$ cat src/rtl/axi_mem_bridge.sv
// AXI slave to single-port memory bridge, serving one AXI transaction at a time.
// Optional build macro AXI_MEM_BRIDGE_ATOP_ERR_EN: atomic writes are dropped and answered with SLVERR.
module axi_mem_bridge #(
    parameter int  AXI_ADDR_WIDTH = 64,
    parameter int  AXI_DATA_WIDTH = 64,
    parameter int  AXI_ID_WIDTH   = 4,
    localparam int AXI_STRB_WIDTH = AXI_DATA_WIDTH / 8
) (
    input  logic                      clk_i,
    input  logic                      rst_ni,
    input  logic [AXI_ADDR_WIDTH-1:0] slv_aw_addr_i,
    input  logic [7:0]                slv_aw_len_i,
    input  logic [2:0]                slv_aw_size_i,
    input  logic [1:0]                slv_aw_burst_i,
    input  logic [AXI_ID_WIDTH-1:0]   slv_aw_id_i,
    input  logic [5:0]                slv_aw_atop_i,
    input  logic                      slv_aw_valid_i,
    output logic                      slv_aw_ready_o,
    input  logic [AXI_DATA_WIDTH-1:0] slv_w_data_i,
    input  logic [AXI_STRB_WIDTH-1:0] slv_w_strb_i,
    input  logic                      slv_w_last_i,
    input  logic                      slv_w_valid_i,
    output logic                      slv_w_ready_o,
    output logic [1:0]                slv_b_resp_o,
    output logic [AXI_ID_WIDTH-1:0]   slv_b_id_o,
    output logic                      slv_b_valid_o,
    input  logic                      slv_b_ready_i,
    input  logic [AXI_ADDR_WIDTH-1:0] slv_ar_addr_i,
    input  logic [7:0]                slv_ar_len_i,
    input  logic [2:0]                slv_ar_size_i,
    input  logic [1:0]                slv_ar_burst_i,
    input  logic [AXI_ID_WIDTH-1:0]   slv_ar_id_i,
    input  logic                      slv_ar_valid_i,
    output logic                      slv_ar_ready_o,
    output logic [AXI_DATA_WIDTH-1:0] slv_r_data_o,
    output logic [1:0]                slv_r_resp_o,
    output logic                      slv_r_last_o,
    output logic [AXI_ID_WIDTH-1:0]   slv_r_id_o,
    output logic                      slv_r_valid_o,
    input  logic                      slv_r_ready_i,
    output logic                      mem_req_o,
    output logic                      mem_we_o,
    output logic [AXI_ADDR_WIDTH-1:0] mem_addr_o,
    output logic [AXI_STRB_WIDTH-1:0] mem_be_o,
    output logic [AXI_DATA_WIDTH-1:0] mem_wdata_o,
    input  logic                      mem_gnt_i,
    input  logic                      mem_rvalid_i,
    input  logic [AXI_DATA_WIDTH-1:0] mem_rdata_i
);

`ifdef AXI_MEM_BRIDGE_ATOP_ERR_EN
    localparam bit ATOP_ERR_EN = 1'b1;
`else
    localparam bit ATOP_ERR_EN = 1'b0;
`endif

    typedef enum logic [2:0] {IDLE, WRITE, WRESP, RREQ, RWAIT, RDATA} state_e;

    state_e                    state;
    logic                      rr_wr;
    logic                      rdy_en;
    logic                      atop_err_q;
    logic [AXI_ADDR_WIDTH-1:0] addr_q;
    logic [7:0]                len_q;
    logic [7:0]                cnt_q;
    logic [2:0]                size_q;
    logic [1:0]                burst_q;
    logic [AXI_ID_WIDTH-1:0]   id_q;
    logic [AXI_DATA_WIDTH-1:0] rdata_p0;

    logic aw_hs, ar_hs, w_hs, wr_beat, r_last;

    function automatic logic [AXI_ADDR_WIDTH-1:0] next_addr(
        input logic [AXI_ADDR_WIDTH-1:0] addr,
        input logic [2:0]                size,
        input logic [1:0]                burst
    );
        if (burst == 2'b00)
            return addr;
        return addr + (AXI_ADDR_WIDTH'(1) << size);
    endfunction

    // rdy_en keeps both address channels closed until the first edge after reset release.
    assign slv_aw_ready_o = (state == IDLE) && rdy_en && (!slv_ar_valid_i || rr_wr);
    assign slv_ar_ready_o = (state == IDLE) && rdy_en && (!slv_aw_valid_i || !rr_wr);
    assign aw_hs          = slv_aw_valid_i && slv_aw_ready_o;
    assign ar_hs          = slv_ar_valid_i && slv_ar_ready_o;

    assign wr_beat        = (state == WRITE) && !atop_err_q && slv_w_valid_i;
    assign slv_w_ready_o  = (state == WRITE) && (atop_err_q || mem_gnt_i);
    assign w_hs           = slv_w_valid_i && slv_w_ready_o;

    assign mem_req_o      = wr_beat || (state == RREQ);
    assign mem_we_o       = wr_beat;
    assign mem_addr_o     = mem_req_o ? addr_q : '0;
    assign mem_be_o       = wr_beat ? slv_w_strb_i : '0;
    assign mem_wdata_o    = wr_beat ? slv_w_data_i : '0;

    assign slv_b_valid_o  = (state == WRESP);
    assign slv_b_resp_o   = (slv_b_valid_o && atop_err_q) ? 2'b10 : 2'b00;
    assign slv_b_id_o     = slv_b_valid_o ? id_q : '0;

    assign r_last         = (cnt_q == len_q);
    assign slv_r_valid_o  = (state == RDATA);
    assign slv_r_data_o   = slv_r_valid_o ? rdata_p0 : '0;
    assign slv_r_resp_o   = 2'b00;
    assign slv_r_last_o   = slv_r_valid_o && r_last;
    assign slv_r_id_o     = slv_r_valid_o ? id_q : '0;

    always_ff @(posedge clk_i or negedge rst_ni) begin
        if (!rst_ni) begin
            state      <= IDLE;
            rr_wr      <= 1'b1;
            rdy_en     <= 1'b0;
            atop_err_q <= 1'b0;
            addr_q     <= '0;
            len_q      <= '0;
            cnt_q      <= '0;
            size_q     <= '0;
            burst_q    <= '0;
            id_q       <= '0;
            rdata_p0   <= '0;
        end else begin
            rdy_en <= 1'b1;
            case (state)
                IDLE: begin
                    if (aw_hs || ar_hs) begin
                        addr_q     <= aw_hs ? slv_aw_addr_i  : slv_ar_addr_i;
                        len_q      <= aw_hs ? slv_aw_len_i   : slv_ar_len_i;
                        size_q     <= aw_hs ? slv_aw_size_i  : slv_ar_size_i;
                        burst_q    <= aw_hs ? slv_aw_burst_i : slv_ar_burst_i;
                        id_q       <= aw_hs ? slv_aw_id_i    : slv_ar_id_i;
                        atop_err_q <= aw_hs && ATOP_ERR_EN && (slv_aw_atop_i != 6'd0);
                        cnt_q      <= '0;
                        rr_wr      <= ~rr_wr;
                        state      <= aw_hs ? WRITE : RREQ;
                    end
                end
                WRITE: begin
                    if (w_hs) begin
                        addr_q <= next_addr(addr_q, size_q, burst_q);
                        cnt_q  <= cnt_q + 8'd1;
                        if (slv_w_last_i)
                            state <= WRESP;
                    end
                end
                WRESP: begin
                    if (slv_b_ready_i)
                        state <= IDLE;
                end
                RREQ: begin
                    if (mem_gnt_i)
                        state <= RWAIT;
                end
                RWAIT: begin
                    if (mem_rvalid_i) begin
                        rdata_p0 <= mem_rdata_i;
                        state    <= RDATA;
                    end
                end
                RDATA: begin
                    if (slv_r_ready_i) begin
                        if (r_last) begin
                            state <= IDLE;
                        end else begin
                            addr_q <= next_addr(addr_q, size_q, burst_q);
                            cnt_q  <= cnt_q + 8'd1;
                            state  <= RREQ;
                        end
                    end
                end
                default: state <= IDLE;
            endcase
        end
    end

endmodule

$ cat config.mk
export PLATFORM = sky130hd
export DESIGN_NAME = axi_mem_bridge
export DESIGN_NICKNAME = d
export VERILOG_FILES = /design/src/rtl/axi_mem_bridge.sv
export SDC_FILE = /design/constraint.sdc
export NUM_CORES = 1
export LEC_CHECK = 0
export CAP_MARGIN = 20
export CORE_AREA = 5 5 203 205
export CTS_BUF_LIST = sky130_fd_sc_hd__clkbuf_8
export DETAILED_ROUTE_END_ITERATION = 10
export DIE_AREA = 0 0 208 210
export REMOVE_ABC_BUFFERS = 1
export SYNTH_ARGS = -nofsm -noshare
export SYNTH_HDL_FRONTEND = slang
export SYNTH_SLANG_ARGS = --single-unit
$ cat constraint.sdc
create_clock -name clk_i -period 2.95 [get_ports clk_i]
set_clock_uncertainty 0.1 [all_clocks]
set_input_delay 0.59 -clock clk_i [delete_from_list [all_inputs] [get_ports clk_i]]
set_output_delay 0.59 -clock clk_i [all_outputs]
set_load 0.01 [all_outputs]
==> results <==
-- power breakdown --
group	internal (mW)	total [mW]	switching (mW)
Combinational	3.86	8.13	4.27
Sequential	3.21	4.17	0.964
Clock	0.764	1.71	0.950
-- worst min-delay path by stage --
stage / to / depth (start not counted) / slack, ns / start
after floorplan: addr_q[0]$_DFFE_PN0P_ / 0 / 0.19 / rst_ni
after global placement: rdata_p0[17]$_DFFE_PN0P_ / 1 / 0.36 / rdata_p0[17]$_DFFE_PN0P_
after detailed placement: rdata_p0[17]$_DFFE_PN0P_ / 1 / 0.37 / rdata_p0[17]$_DFFE_PN0P_
after CTS: rdata_p0[17]$_DFFE_PN0P_ / 1 / 0.39 / rdata_p0[17]$_DFFE_PN0P_
after global routing: rdata_p0[17]$_DFFE_PN0P_ / 1 / 0.41 / rdata_p0[17]$_DFFE_PN0P_
final: rdata_p0[17]$_DFFE_PN0P_ / 1 / 0.39 / rdata_p0[17]$_DFFE_PN0P_
-- per-stage QoR --
step	util	hold WS (ns)	instances
floorplan	-	0.194	1217
global placement	0.435	0.363	2342
detailed placement	0.435	0.370	2342
CTS	0.446	0.395	2386
global route	0.459	0.412	2409
finish	0.459	0.391	2411
-- final cells by class --
type / count / share of cell area
timing repair buffer: 627 / 0.354
antenna: 10 / 0.00139
tap: 525 / 0.0364
multi-input combinational: 1054 / 0.365
clock buffer: 17 / 0.0130
inverter: 5 / 0.00104
sequential: 158 / 0.220
clock inverter: 15 / 0.00888
-- registers in the layout (all words and copies together), names as in the netlist --
register and count:
addr_q 64, rdata_p0 64, cnt_q 8, len_q 8, id_q 4, size_q 3
state 3, burst_q 2, rdy_en 1, rr_wr 1
-- routing by layer --
layer | track usage | vias up | share of wire
li1 | - | 5770 | -
met1 | 0.251 | 5933 | 0.39
met2 | 0.376 | 484 | 0.52
met3 | 0.0500 | 38 | 0.066
met4 | 0.0684 | 0 | 0.021
met5 | 0 | - | 0
-- worst max-delay path, delay by kind of cell (launching register included) --
| family | cells | cell delay, ns |
|---|---|---|
| buf+inv | 3 | 1.05 |
| flops | 1 | 0.40 |
| simple gates | 1 | 0.23 |
-- synth_stat cells (3+ instances only) --
cell,instances,area share
o31ai_1,19,0.013
o211ai_1,7,0.0049
xnor2_1,4,0.0033
buf_4,5,0.0035
nand2b_1,3,0.0017
nand3_1,73,0.034
a21oi_1,85,0.040
a2bb2oi_1,3,0.0024
a211oi_1,18,0.013
and3b_1,3,0.0024
o41ai_1,5,0.0041
o21ai_0,51,0.024
nor3b_1,5,0.0035
ha_1,9,0.010
or4_1,5,0.0035
nor4_2,3,0.0035
a32o_1,4,0.0037
a311oi_1,10,0.0082
buf_2,19,0.0089
and4_1,5,0.0041
o2111a_1,4,0.0042
buf_1,8,0.0028
or2_2,3,0.0017
nor2_1,67,0.023
mux2i_1,6,0.0056
nor3_1,25,0.012
o22a_1,4,0.0033
inv_1,4,0.0014
xor2_1,12,0.0098
mux2_2,63,0.066
nor4_1,9,0.0052
nand4_1,21,0.012
nand2_1,222,0.078
and2_1,147,0.086
or3_1,6,0.0035
o21a_1,5,0.0035
a31oi_1,19,0.011
and3_1,85,0.050
dfrtp_1,157,0.37
clkbuf_1,71,0.025
-- cell families after synthesis --
kind of cell | after synthesis | synth area share
adder cells (fa/ha/maj) | 10 | 0.0123
multiplexers | 71 | 0.0737
AND/OR/NAND/NOR | 695 | 0.335
buffers and inverters | 109 | 0.0422
AO/OA/AOI/OAI | 257 | 0.154
other | 2 | 0.000699
flip-flops | 158 | 0.368
XOR/XNOR | 16 | 0.0130
-- what timing repair did --
item                       CTS  global route
setup endpoints to repair  216           132
pin swaps                    3            14
hold buffers                 1             0
hold endpoints to repair     3             0
buffers inserted             9            13
cloned                       2             2
gates resized for setup    125           106
==> impl_metrics.json <==
{
  "hpwl_um": 37600,
  "ff2ff_path_depth": 10,
  "avgSynthCellArea_um2": 8.15,
  "gp_congestion": 0.952,
  "max_freq_mhz": 349,
  "grt.total_usage": 0.211,
  "core_um2": 39300,
  "power_density_nw_per_um2": 777,
  "setup_viol": 0,
  "cp-endpoint": "slv_r_data_o[49]",
  "antenna_found_initial": 10,
  "start_util": 0.273,
  "drv_cap": 0,
  "setup.worst_path.start": "state[2]$_DFFE_PN0P_",
  "vias": 12200,
  "portBuffers": 523,
  "synthFlopType": "dfrtp_1",
  "clk_pin_slew_ns": 0.10,
  "finalCritPeriodShare": 0.972,
  "overflow": 0,
  "dp_slack_ns": -0.0690,
  "vdd_drop_max_v": 0.000352,
  "final_common_cell": "clkdlybuf4s50_1",
  "clockBufferDepth": 2,
  "reg2reg_slack_ns": 0.09,
  "drt_iter0_markers": 873,
  "worstPathArrival_ns": 2.18,
  "ys_ff_latch": 158,
  "r2r_start": "size_q[1]$_DFFE_PN0P_",
  "syn_inst": 1318,
  "synth-edff-count": 0,
  "ys_seq_area_frac": 0.368,
  "ant_nets": 0,
  "drive_above_1_share": 0.136,
  "slew_violations": 0,
  "grt_pass1_vias": 12200,
  "tightest_slew_ns": 0.672,
  "status": "completed",
  "setup_ws_ns": 0.0827,
  "path_class": "reg -> out",
  "grt_pass1_wl_um": 73100,
  "io_pins": 534,
  "async_reset_ff_frac": 1.00,
  "drc_errors": 0,
  "cts_tree": "done",
  "final_cell_mix": "clkdlybuf4s50_1, nand2_1, dfrtp_1, and2_1, dlygate4sd2_1",
  "die_h_um": 210,
  "syn2layout_area_growth_pct": 67.9,
  "cts_max_level": 4,
  "worst_r2r_endpoint": "addr_q[44]$_DFFE_PN0P_",
  "p_leak_nw": 9.05,
  "slowest_delay_ns": 0.56,
  "routed_wl_um": 49600,
  "dpl_cell_area_um2": 17100,
  "path_cells": "buf_4, buf_6, and3_1, clkdlybuf4s50_1",
  "cp-end-kind": "output pin",
  "fin_tns_setup_ns": 0,
  "viasPerCell": 5.07,
  "yosysUniqueCellTypes": 73,
  "multiInputGateArea_um2": 6590,
  "cp_slowest_cell": "clkdlybuf4s50_1",
  "fp.dieW_um": 208,
  "regArea_um2": 3960,
  "final_cell_area_um2": 18000,
  "fin_nets": 2187,
  "path_max_fanout": 69,
  "clock_latency_ns": 0.47,
  "fillers": 3862,
  "routedWlPerCell_um": 20.6,
  "maxSlewHeadroom": 0.552,
  "yosysWarnings": 0,
  "crit_required_ns": 2.26,
  "hold_class": "reg -> reg",
  "critical_path.startpoint_type": "flop",
  "root_buffer": "clkbuf_8",
  "cts_buffers": 17,
  "netlist_area_um2": 10700,
  "total_power_mw": 14.0,
  "firstDrtPassIters": 5,
  "post-route-min-period_ns": 2.87,
  "cts.sinks": 158,
  "grt_max_degree": 83,
  "hold_viol": 0,
  "die_area_um2": 43700,
  "rows": 73
}
No activity file was read; power rests on OpenSTA's default activity.
